<file path="config.mk">
export PLATFORM = sky130hd
export DESIGN_NAME = comparator_event_filter
export DESIGN_NICKNAME = d
export VERILOG_FILES = /design/src/rtl/comparator_event_filter.sv
export SDC_FILE = /design/constraint.sdc
export NUM_CORES = 1
export LEC_CHECK = 0
export BUFFER_PORTS_ARGS = -buffer_cell sky130_fd_sc_hd__buf_2
export CORE_MARGIN = 2
export CORE_UTILIZATION = 34
export CTS_BUF_LIST = sky130_fd_sc_hd__clkbuf_4 sky130_fd_sc_hd__clkbuf_8
export DETAILED_ROUTE_END_ITERATION = 8
export GPL_ROUTABILITY_DRIVEN = 0
export HOLD_SLACK_MARGIN = 0.08
export SYNTH_ARGS = -nofsm -noshare
export SYNTH_HDL_FRONTEND = slang
export SYNTH_SLANG_ARGS = --single-unit
export TNS_END_PERCENT = 20
</file>
<file path="constraint.sdc">
create_clock -name clk -period 3.3 [get_ports clk]
set_clock_uncertainty 0.2 [all_clocks]
set_input_delay 0.66 -clock clk [delete_from_list [all_inputs] [get_ports clk]]
set_output_delay 0.66 -clock clk [all_outputs]
set_load 0.01 [all_outputs]
</file>
<file path="src/rtl/comparator_event_filter.sv">
// comparator_event_filter
//   Digital back end for the analog comparator. Sequences the comparator EN
//   pin, waits out the analog settling window, synchronises and debounces the
//   asynchronous comparator output, and raises a sticky interrupt on selected
//   filtered edges.
// Ports:
//   clk       system clock
//   resetn    asynchronous active-low reset
//   enable    software enable for the comparator channel
//   filt_len  debounce length in clocks (0 behaves as 1)
//   irq_mode  00 none, 01 rising, 10 falling, 11 both edges
//   irq_clr   single-cycle clear of the sticky irq
//   cmp_en    comparator EN pin (registered)
//   cmp_out   raw comparator output, asynchronous to clk
//   level     filtered comparator level (registered)
//   valid     level is meaningful (registered)
//   irq       sticky interrupt request (registered)
module comparator_event_filter #(
    parameter int unsigned SETTLE_CYCLES = 16,
    parameter int unsigned FILT_W        = 8
) (
    input  logic              clk,
    input  logic              resetn,
    input  logic              enable,
    input  logic [FILT_W-1:0] filt_len,
    input  logic [1:0]        irq_mode,
    input  logic              irq_clr,
    output logic              cmp_en,
    input  logic              cmp_out,
    output logic              level,
    output logic              valid,
    output logic              irq
);

    localparam int unsigned       SETTLE_W    = 16;
    localparam logic [SETTLE_W-1:0] SETTLE_LAST = SETTLE_W'(SETTLE_CYCLES - 1);
    localparam logic [FILT_W-1:0]   FILT_MAX    = '1;

    typedef enum logic [1:0] {
        ST_IDLE   = 2'd0,
        ST_SETTLE = 2'd1,
        ST_RUN    = 2'd2
    } state_e;

    state_e              state_q, state_d;
    logic                s1_q, s2_q;
    logic [SETTLE_W-1:0] settle_cnt_q, settle_cnt_d;
    logic [FILT_W-1:0]   filt_cnt_q, filt_cnt_d;
    logic [FILT_W-1:0]   filt_last;
    logic                cmp_en_q, cmp_en_d;
    logic                level_q, level_d;
    logic                valid_q, valid_d;
    logic                irq_q, irq_d;
    logic                evt_rise, evt_fall;

    // State, synchroniser and datapath registers
    always_ff @(posedge clk or negedge resetn) begin
        if (!resetn) begin
            state_q      <= ST_IDLE;
            s1_q         <= 1'b0;
            s2_q         <= 1'b0;
            settle_cnt_q <= '0;
            filt_cnt_q   <= '0;
            cmp_en_q     <= 1'b0;
            level_q      <= 1'b0;
            valid_q      <= 1'b0;
            irq_q        <= 1'b0;
        end else begin
            state_q      <= state_d;
            s1_q         <= cmp_out;
            s2_q         <= s1_q;
            settle_cnt_q <= settle_cnt_d;
            filt_cnt_q   <= filt_cnt_d;
            cmp_en_q     <= cmp_en_d;
            level_q      <= level_d;
            valid_q      <= valid_d;
            irq_q        <= irq_d;
        end
    end

    // Next-state logic; dropping enable returns to IDLE from anywhere
    always_comb begin
        state_d = state_q;
        if (!enable) begin
            state_d = ST_IDLE;
        end else begin
            case (state_q)
                ST_IDLE:   state_d = ST_SETTLE;
                ST_SETTLE: if (settle_cnt_q == SETTLE_LAST) state_d = ST_RUN;
                ST_RUN:    state_d = ST_RUN;
                default:   state_d = ST_IDLE;
            endcase
        end
    end

    // Next values of the registered outputs, counters and edge events
    always_comb begin
        cmp_en_d     = cmp_en_q;
        level_d      = level_q;
        valid_d      = valid_q;
        settle_cnt_d = settle_cnt_q;
        filt_cnt_d   = filt_cnt_q;
        evt_rise     = 1'b0;
        evt_fall     = 1'b0;
        // Zero length behaves as one: commit on the first differing cycle
        filt_last    = (filt_len == '0) ? '0 : filt_len - FILT_W'(1);

        if (!enable) begin
            cmp_en_d     = 1'b0;
            level_d      = 1'b0;
            valid_d      = 1'b0;
            settle_cnt_d = '0;
            filt_cnt_d   = '0;
        end else begin
            case (state_q)
                ST_IDLE: begin
                    cmp_en_d     = 1'b1;
                    settle_cnt_d = '0;
                end
                ST_SETTLE: begin
                    if (settle_cnt_q == SETTLE_LAST) begin
                        // Initial load of the level is not an edge event
                        valid_d    = 1'b1;
                        level_d    = s2_q;
                        filt_cnt_d = '0;
                    end else begin
                        settle_cnt_d = settle_cnt_q + SETTLE_W'(1);
                    end
                end
                ST_RUN: begin
                    if (s2_q == level_q) begin
                        filt_cnt_d = '0;
                    end else if (filt_cnt_q >= filt_last) begin
                        // >= so a shortened filt_len commits on the next differing cycle
                        level_d    = s2_q;
                        filt_cnt_d = '0;
                        evt_rise   = s2_q;
                        evt_fall   = !s2_q;
                    end else if (filt_cnt_q != FILT_MAX) begin
                        filt_cnt_d = filt_cnt_q + FILT_W'(1);
                    end
                end
                default: ;
            endcase
        end

        // A qualifying event beats a simultaneous clear
        if ((evt_rise && irq_mode[0]) || (evt_fall && irq_mode[1])) begin
            irq_d = 1'b1;
        end else if (irq_clr) begin
            irq_d = 1'b0;
        end else begin
            irq_d = irq_q;
        end
    end

    assign cmp_en = cmp_en_q;
    assign level  = level_q;
    assign valid  = valid_q;
    assign irq    = irq_q;

endmodule

</file>
==> impl_metrics.yaml <==
hold_path:
  min_delay_worst_endpoint: "s2_q"
  hold_path_class: "reg -> reg"
  hold_path.startpoint: "s1_q"
  hold_depth: 0
routing:
  drt_iter0_drc: 74
  first_pass_iters: 4
  vias_per_cell: 5.415
  wl_per_cell_um: 13.43
  ant_nets: 0
  route.detailed.drc: 0
  postRouteWirelength_mm: 4.567
  num_vias: 1841
job:
  cap_viol_max_count: 0
cts:
  cts.clk_slew.worst_paths_ns: 0.07
  postCtsSetupRepairBufs: 0
  ctsRootBufferMaster: "sky130_fd_sc_hd__clkbuf_8"
  cts-hold-fix-buffers: 0
  cts_tree: "built"
  clk_lat_worst_skew_ns: 0.29
  cts.sinks: 32
  cts-htree-levels: 2
  ctsLongestPathBuffers: 2
  cts-buffers-inserted: 5
floorplanning:
  coreArea_sq_um: 5886
  floorplan.initialDensity_pct: 35.12
  io_pins: 19
  fp.dieH_um: 81.97
  num_rows: 28
  dieWidth_um: 81.97
  dieArea_sq_um: 6719
worst_setup_path:
  critPathRequiredTime_ns: 3.27
  path_class: "in -> reg"
  r2r-start: "settle_cnt_q[10]"
  reg2reg_slack_ns: 0.72
  worstSetupEndpointType: "flop"
  timing.critical_path.fanout_max: 6
  largest_stage_delay_on_the_critical_path_ns: 0.43
  crit_slowest_cell: "sky130_fd_sc_hd__or3_4"
  cells_along_the_critical_path: "buf_2 -> inv_1 -> ha_2 -> nor2b_4 -> nand3b_1 -> or3_4 -> o21ai_2 -> ha_1 -> or3_4 -> a21oi_4 -> o31ai_4 -> o2111a_1 -> a311o_1"
  ff2ff_path_depth: 5
  critical-path-top-cell-by-count: "sky130_fd_sc_hd__or3_4"
  cp.arrival_ns: 3.20
  reg_to_reg_endpoint: "settle_cnt_q[7]"
  cp-startpoint: "filt_len[0]"
  startpoint_type: "primary input"
synth:
  syn_inst: 235
  synth_largest_type_area_fraction_pct: 38.74
  syn_area_per_cell_sq_um: 8.796
  async_flop_share_pct: 100.0
  yosysUniqueCellTypes: 46
  post_synth_main_area_contributors: "sky130_fd_sc_hd__dfrtp_1 (39%), sky130_fd_sc_hd__ha_1 (8.5%), sky130_fd_sc_hd__o21ai_0 (5.3%)"
  yosysTopAreaCell: "sky130_fd_sc_hd__dfrtp_1"
  synth_flop_cell: "sky130_fd_sc_hd__dfrtp_1"
  ys_ff_latch: 32
  synthesis.yosys.warnings: 0
  synth.top_cells.by_count: "sky130_fd_sc_hd__dfrtp_1 (32), sky130_fd_sc_hd__nand2_1 (23), sky130_fd_sc_hd__o21ai_0 (22), sky130_fd_sc_hd__nor2_1 (21)"
  synth_area_sq_um: 2067
  synth_nets: 264
  yosysSeqAreaShare_pct: 38.74
  yosys.cell_count.top_type: "sky130_fd_sc_hd__dfrtp_1"
  synth-edff-count: 0
sta:
  final.min_clock_period_ns: 3.233
  rsz0062_at_grt: "true"
  final_min_period_over_clock_period_pct: 97.96
  report.final.hold_viol_count: 0
  setup-violations-final: 0
  timing.fmax_mhz: 309.3
  slew-limit-headroom_pct: 47.83
  final-max-slew-violation-count: 0
  tightest_slew_ns: 0.7743
  timing.hold.ws_ns: 0.1603
cells_and_area:
  finalInstanceArea_sq_um: 2510
  area_growth_pct: 21.43
  antenna_fix_cells: 0
  num-fill-cells: 598
  drive_gt1_share_pct: 20.38
  nNetsFinal: 293
power:
  total_power_uw: 1133
  vdd.ir_drop.worst_uv: 264.2
  power.density_cell_area_nw_per_um2: 451.3
  leakage_uw: 0.001087
global_route:
  number_of_antenna_violations_at_the_first_check_in_global_routing: 0
  globalRoute.totalOverflow: 0
  grt_max_degree: 33
  grt_first_pass_wirelength_mm: 7.679
  grt_pass1_vias: 1666
  grt_util_all_layers_pct: 14.95
place:
  post-dp-hpwl_mm: 3.327
  placement.cell_area_sq_um: 2313
  io_port_bufs: 18
outcome:
  status: "complete, no violations"
==> cells by family after synthesis <==
| kind of cell | after synthesis | share of synthesized area (%) |
|---|---|---|
| AND/OR/NAND/NOR | 93 | 22.76 |
| AO/OA/AOI/OAI | 68 | 22.16 |
| flip-flops | 32 | 38.74 |
| buffers and inverters | 18 | 3.390 |
| adder cells (fa/ha/maj) | 14 | 8.475 |
| XOR/XNOR | 7 | 2.966 |
| multiplexers | 3 | 1.513 |
==> power breakdown <==
part	internal, uW	switching (uW)
Clock	223	160
Sequential	418	23.5
Combinational	114	193
Total	755	377
==> worst max-delay path, delay by kind of cell <==
| family | cells | cell delay, ns |
|---|---|---|
| simple gates | 4 | 1.07 |
| compound gates | 5 | 0.92 |
| fa+ha+maj | 2 | 0.40 |
| buf+inv | 2 | 0.16 |
==> stage by stage <==
step | TNS, ns | setup slack [ns] | std cells | util (%)
2_1_floorplan | 0 | 0.01593 | 235 | -
3_3_place_gp | -2.275 | -0.3224 | 332 | 39.31
3_5_place_dp | -1.902 | -0.2740 | 332 | 39.31
4_1_cts | 0 | 0.05907 | 340 | 41.22
5_1_grt | -0.01279 | -0.01279 | 340 | 42.64
6_report | 0 | 0.06718 | 340 | 42.64
==> how the worst max path moves through the flow <==
stage          slack (ns)            end
2_1_floorplan        0.02          level
3_3_place_gp        -0.32  filt_cnt_q[0]
3_5_place_dp        -0.27  filt_cnt_q[0]
4_1_cts              0.06  filt_cnt_q[0]
5_1_grt             -0.01          level
6_report             0.07          level
==> final cells by class <==
| class | instances | area, sq um | share of cell area, % |
|---|---|---|---|
| Tap cell | 75 | 93.84 | 3.739 |
| Clock inverter | 3 | 42.54 | 1.695 |
| Multi-Input combinational cell | 185 | 1294 | 51.55 |
| Sequential cell | 32 | 800.8 | 31.90 |
| Timing Repair Buffer | 27 | 161.4 | 6.431 |
| Inverter | 13 | 48.80 | 1.944 |
| Clock buffer | 5 | 68.82 | 2.742 |
==> timing repair <==
action	4_1_cts	5_1_grt
gates cloned	0	0
setup endpoints to repair	3	9
endpoints found under the hold margin	0	0
gates resized for setup	1	15
pin swaps	0	5
==> registers in the layout (all words and copies together) (netlist names) <==
| name | cells |
|---|---|
| settle_cnt_q | 16 |
| filt_cnt_q | 8 |
| state_q | 2 |
| cmp_en | 1 |
| irq | 1 |
| level | 1 |
| s1_q | 1 |
| s2_q | 1 |
| valid | 1 |
==> cells in the final DEF (no fill, tap or decap), types with 3 or more instances in the layout <==
cell type and count:
sky130_fd_sc_hd__buf_2 18, sky130_fd_sc_hd__xor2_1 5, sky130_fd_sc_hd__a22o_1 3, sky130_fd_sc_hd__and2_1 3, sky130_fd_sc_hd__nand4_1 4, sky130_fd_sc_hd__a21oi_1 10
sky130_fd_sc_hd__nand3_1 14, sky130_fd_sc_hd__a21o_1 3, sky130_fd_sc_hd__o21a_1 4, sky130_fd_sc_hd__clkbuf_8 5, sky130_fd_sc_hd__o21ai_0 21, sky130_fd_sc_hd__or4_1 4
sky130_fd_sc_hd__nand2_1 23, sky130_fd_sc_hd__buf_4 8, sky130_fd_sc_hd__a41oi_1 3, sky130_fd_sc_hd__inv_1 13, sky130_fd_sc_hd__nor3_1 6, sky130_fd_sc_hd__o31ai_1 3
sky130_fd_sc_hd__dfrtp_1 32, sky130_fd_sc_hd__nor2_1 21, sky130_fd_sc_hd__ha_1 13
==> per-layer routing <==
layer	track usage [%]	up-vias	part of all wire (%)
met4	5.500	0	1.6
li1	-	923	-
met2	24.63	24	48
met5	0	-	0
met3	3.077	7	2.9
met1	19.29	887	47
(Power assumes the default switching activity.)
